<file path="src/rtl/demux_route_ctrl.sv">
// rtl/demux_route_ctrl.sv - packet-locked select controller for a 1-to-2 demux with one-entry output register
// Optional per-output packet counters: define DEMUX_ROUTE_CTRL_STATS_EN.
module demux_route_ctrl #(
  parameter int DATA_W = 8,
  parameter int CNT_W  = 16
) (
  input  logic              clk,
  input  logic              rst_n,
  input  logic              in_valid,
  output logic              in_ready,
  input  logic [DATA_W-1:0] in_data,
  input  logic              in_sel,
  input  logic              in_last,
  output logic [1:0]        out_valid,
  input  logic [1:0]        out_ready,
  output logic [DATA_W-1:0] out_data,
  output logic              out_last,
  output logic              sel,
  output logic              busy,
  output logic [CNT_W-1:0]  pkt_cnt0,
  output logic [CNT_W-1:0]  pkt_cnt1
);

  typedef enum logic {IDLE = 1'b0, PKT = 1'b1} state_t;

  state_t            state, state_nx;
  logic              lock_sel;
  logic              valid_r;
  logic [DATA_W-1:0] data_r;
  logic              last_r;
  logic              sel_r;
  logic              accept;
  logic              leave;
  logic              dest;

  // A held beat blocks input only while its own consumer is stalled.
  assign in_ready = !valid_r || out_ready[sel_r];
  assign accept   = in_valid && in_ready;
  assign leave    = valid_r && out_ready[sel_r];
  assign dest     = (state == IDLE) ? in_sel : lock_sel;

  always_comb begin
    state_nx = state;
    case (state)
      IDLE:    if (accept && !in_last) state_nx = PKT;
      PKT:     if (accept && in_last)  state_nx = IDLE;
      default: state_nx = IDLE;
    endcase
  end

  always_ff @(posedge clk or negedge rst_n) begin
    if (!rst_n) begin
      state <= IDLE;
    end else begin
      state <= state_nx;
    end
  end

  always_ff @(posedge clk or negedge rst_n) begin
    if (!rst_n) begin
      lock_sel <= 1'b0;
      valid_r  <= 1'b0;
      data_r   <= '0;
      last_r   <= 1'b0;
      sel_r    <= 1'b0;
    end else begin
      if (accept && state == IDLE) lock_sel <= in_sel;
      if (accept) begin
        valid_r <= 1'b1;
        data_r  <= in_data;
        last_r  <= in_last;
        sel_r   <= dest;
      end else if (leave) begin
        valid_r <= 1'b0;
      end
    end
  end

  assign out_valid = {valid_r && sel_r, valid_r && !sel_r};
  assign out_data  = data_r;
  assign out_last  = last_r;
  assign sel       = sel_r;
  assign busy      = (state == PKT) || valid_r;

`ifdef DEMUX_ROUTE_CTRL_STATS_EN
  logic [CNT_W-1:0] cnt0_r, cnt1_r;

  // A packet counts as complete when its last beat leaves; counters saturate.
  always_ff @(posedge clk or negedge rst_n) begin
    if (!rst_n) begin
      cnt0_r <= '0;
      cnt1_r <= '0;
    end else if (leave && last_r) begin
      if (!sel_r && cnt0_r != {CNT_W{1'b1}}) cnt0_r <= cnt0_r + 1'b1;
      if (sel_r && cnt1_r != {CNT_W{1'b1}})  cnt1_r <= cnt1_r + 1'b1;
    end
  end

  assign pkt_cnt0 = cnt0_r;
  assign pkt_cnt1 = cnt1_r;
`else
  assign pkt_cnt0 = '0;
  assign pkt_cnt1 = '0;
`endif

endmodule

</file>
<file path="config.mk">
export PLATFORM = sky130hd
export DESIGN_NAME = demux_route_ctrl
export DESIGN_NICKNAME = d
export VERILOG_FILES = /design/src/rtl/demux_route_ctrl.sv
export SDC_FILE = /design/constraint.sdc
export NUM_CORES = 1
export LEC_CHECK = 0
export ABC_CLOCK_PERIOD_IN_PS = 1600
export BUFFER_PORTS_ARGS = -buffer_cell sky130_fd_sc_hd__buf_2
export CELL_PAD_IN_SITES_DETAIL_PLACEMENT = 1
export CELL_PAD_IN_SITES_GLOBAL_PLACEMENT = 1
export CORE_UTILIZATION = 28
export CTS_CLUSTER_DIAMETER = 40
export DETAILED_ROUTE_END_ITERATION = 16
export PLACE_DENSITY_LB_ADDON = 0.1
export SLEW_MARGIN = 20
export SYNTH_ARGS = -nofsm -noshare
export SYNTH_HDL_FRONTEND = slang
export SYNTH_SLANG_ARGS = --single-unit
</file>
<file path="constraint.sdc">
create_clock -name clk -period 1.6 [get_ports clk]
set_clock_uncertainty 0.15 [all_clocks]
set_input_delay 0.08 -clock clk [delete_from_list [all_inputs] [get_ports clk]]
set_output_delay 0.08 -clock clk [all_outputs]
set_load 0.02 [all_outputs]
</file>
==> flow_summary_export.csv <==
group,metric,value,unit
drt,wire_per_inst,10.5,um
outcome,run_status,"completed",
pwr,combinationalPowerShare,0.497,
synthesis,synth_cells,74,
timing,finalCritPeriodShare,0.957,
synthesis,synth_ff_type,"dfrtp_1",
pwr,p_int,842,uW
synthesis,synth_common_cells,"32 x buf_4, 13 x dfrtp_1, 9 x mux2_4, 3 x mux2i_1, 3 x nand2b_1",
critical_path,ff2ff_setup_slack,90,ps
critical_path,worstPathRequired,1620,ps
timing,finalCriticalPeriod,1530,ps
clocking,cts-root-buf,"clkbuf_4",
placement,pre_cts_ws,68.1,ps
drt,dr.pass1.iters,2,
synthesis,yosysMostFrequentCell,"buf_4",
placement,globalplace.congestion,0.670,
synthesis,synth_top_cells_by_area,"dfrtp_1 39%, buf_4 29%, mux2_4 16%",
job,maxCapViolations,0,
timing,finalWorstSetupSlack,69.5,ps
floorplanning,ios,61,
global_route,antenna_found_initial,0,
drt,final_antenna_net_count,0,
critical_path,cp_cell_sequence,"dlygate4sd3_1 -> buf_2 -> mux2i_1 -> a21boi_1 -> buf_4 -> mux2_4",
synthesis,synth_top_area_cell,"dfrtp_1",
global_route,grt_pass1_wl,2.61,mm
min_path,hp-class,"in2reg",
pwr,p_leak,0.000588,uW
pwr,switching_share,0.398,
synthesis,syn_avg_cell_area,11.3,um^2
final_layout,synthToLayoutAreaGrowth,28.8,%
floorplanning,core.rowCount,19,
global_route,overflow,0,
drt,vias_per_cell,3.73,
timing,slew_viol_final,0,
global_route,grt_max_degree,14,
pwr,max-vdd-ir-drop,678,uV
clocking,cts_resized,0,
placement,dpl.hpwl,1.24,mm
final_layout,fill_cells,343,
synthesis,synth_area,833,um^2
clocking,htree_levels,1,
synthesis,ys_seq_elements,13,
clocking,cts_tree,"done",
clocking,insertion_delay,280,ps
global_route,grt_util_all_layers,0.110,
synthesis,synth_top_area_share,0.390,
drt,drc,0,
pwr,pwr-share-seq,0.359,
critical_path,slowest_delay,530,ps
drt,first_iter_violations,7,
drt,num_vias,571,
timing,timing.fmax,0.653,GHz
critical_path,critPathArrivalTime,1550,ps
pwr,p_clk_frac,0.144,
pwr,power_switching,557,uW
clocking,cts.sinks,13,
floorplanning,die_w,56.6,um
critical_path,cp-end-kind,"flip-flop",
floorplanning,die_area,0.00320,mm^2
pwr,p_per_area,1300,mW/mm^2
critical_path,crit_slowest_cell,"dlygate4sd3_1",
synthesis,seq_area_frac_synth,0.390,
timing,fin_tns_setup,0,ps
timing,setup_violations,0,
critical_path,worstPathMaxFanout,6,
timing,rsz0062_at_grt,"no",
clocking,clkTransAtPathRegs,80,ps
floorplanning,initial_utilization,0.300,
timing,hold_viol_final,0,
synthesis,synthArstFlopShare,1.00,
final_layout,fin_nets,138,
clocking,clk_path_buf_depth,2,
floorplanning,die_h,56.6,um
synthesis,synth_warnings,0,
floorplanning,core,0.00278,mm^2
drt,totalWireLength,1.60,mm
critical_path,worstSetupPathType,"in2reg",
clocking,cts_buffers,3,
global_route,grt_pass1_vias,535,
final_layout,diodes,0,
critical_path,worst_setup_path_start_kind,"input pin",
synthesis,yosysUniqueCellTypes,16,
placement,port_buffers,28,
synthesis,synth_edf_count,0,
final_layout,drive_gt1_frac,0.402,
[sequential cells by signal, summed over array words and instances (netlist names), named ones only]
name,count
out_data,8
out_last,1
lock_sel,1
valid_r,1
sel,1
[layout make-up]
type	count	area (um^2)	share of cell area
tap	31	38.8	0.0361
timing repair buffer	46	308	0.287
clock buffer	3	22.5	0.0210
sequential	13	327	0.304
clock inverter	1	5.00	0.00466
inverter	2	7.51	0.00699
multi-input combinational	57	365	0.340
[what timing repair did]
action                                 in CTS  in global routing
endpoints found under the hold margin      26                  0
setup buffers                               0                  1
hold buffers                               13                  0
setup endpoints to repair                   0                  7
[critical path: cells and delay by family]
family / cells / cell delay [ps]
muxes: 2 / 510
AOI/OAI and AO/OA: 1 / 120
buffers and inverters: 3 / 850
[metrics by stage]
stage	hold WS [ps]	cells	power [uW]	utilization	area [um^2]
3_5_place_dp	-165	135	1180	0.327	908
6_report	30.6	153	1400	0.386	1070
3_3_place_gp	-163	135	1180	0.327	908
2_1_floorplan	-366	105	1020	-	951
4_1_cts	30.3	152	1410	0.383	1070
5_1_grt	60.2	153	1490	0.386	1070
[placed cells by master, fill, tap and decap left out, types with 2 or more instances in the layout]
cell           count
a21oi_1            2
buf_2             28
buf_4              5
clkbuf_4           3
conb_1            32
dfrtp_1           12
dlygate4sd3_1     13
inv_1              2
mux2_4             9
mux2i_1            3
nand2_1            2
nand2b_1           3
[routing by layer]
| layer | global-route usage | wire, um |
|---|---|---|
| met1 | 0.132 | 662 |
| met4 | 0.0523 | 33 |
| met5 | 0 | 0 |
| met2 | 0.178 | 797 |
| met3 | 0.0346 | 111 |
[path summary, 6_finish.rpt]
check,cells after the start,from,end
worst max-delay path,6,out_ready[1],out_data[6]$_DFFE_PN0P_
worst min-delay path,4,out_ready[0],valid_r$_DFFE_PN0P_
worst max register to register,4,sel$_DFFE_PN0P_,out_data[6]$_DFFE_PN0P_
worst min register to register,1,out_data[4]$_DFFE_PN0P_,out_data[4]$_DFFE_PN0P_
max in group asynchronous,2,rst_n,sel$_DFFE_PN0P_
min in group asynchronous,2,rst_n,out_data[5]$_DFFE_PN0P_
[power groups by stage]
| stage | registers [uW] | logic (uW) | clock network [uW] |
|---|---|---|---|
| 2_1_floorplan | 616 | 404 | 0 |
| 3_3_place_gp | 509 | 667 | 0 |
| 3_5_place_dp | 511 | 667 | 0 |
| 4_1_cts | 505 | 695 | 212 |
| 5_1_grt | 516 | 747 | 226 |
| 6_report | 502 | 695 | 202 |
[cells by family after synthesis]
kind of cell           synth area share
buffers and inverters             0.311
multiplexers                      0.212
flip-flops                        0.390
AND/OR/NAND/NOR                  0.0450
AO/OA/AOI/OAI                    0.0375
other                           0.00450
(Power assumes the default switching activity.)
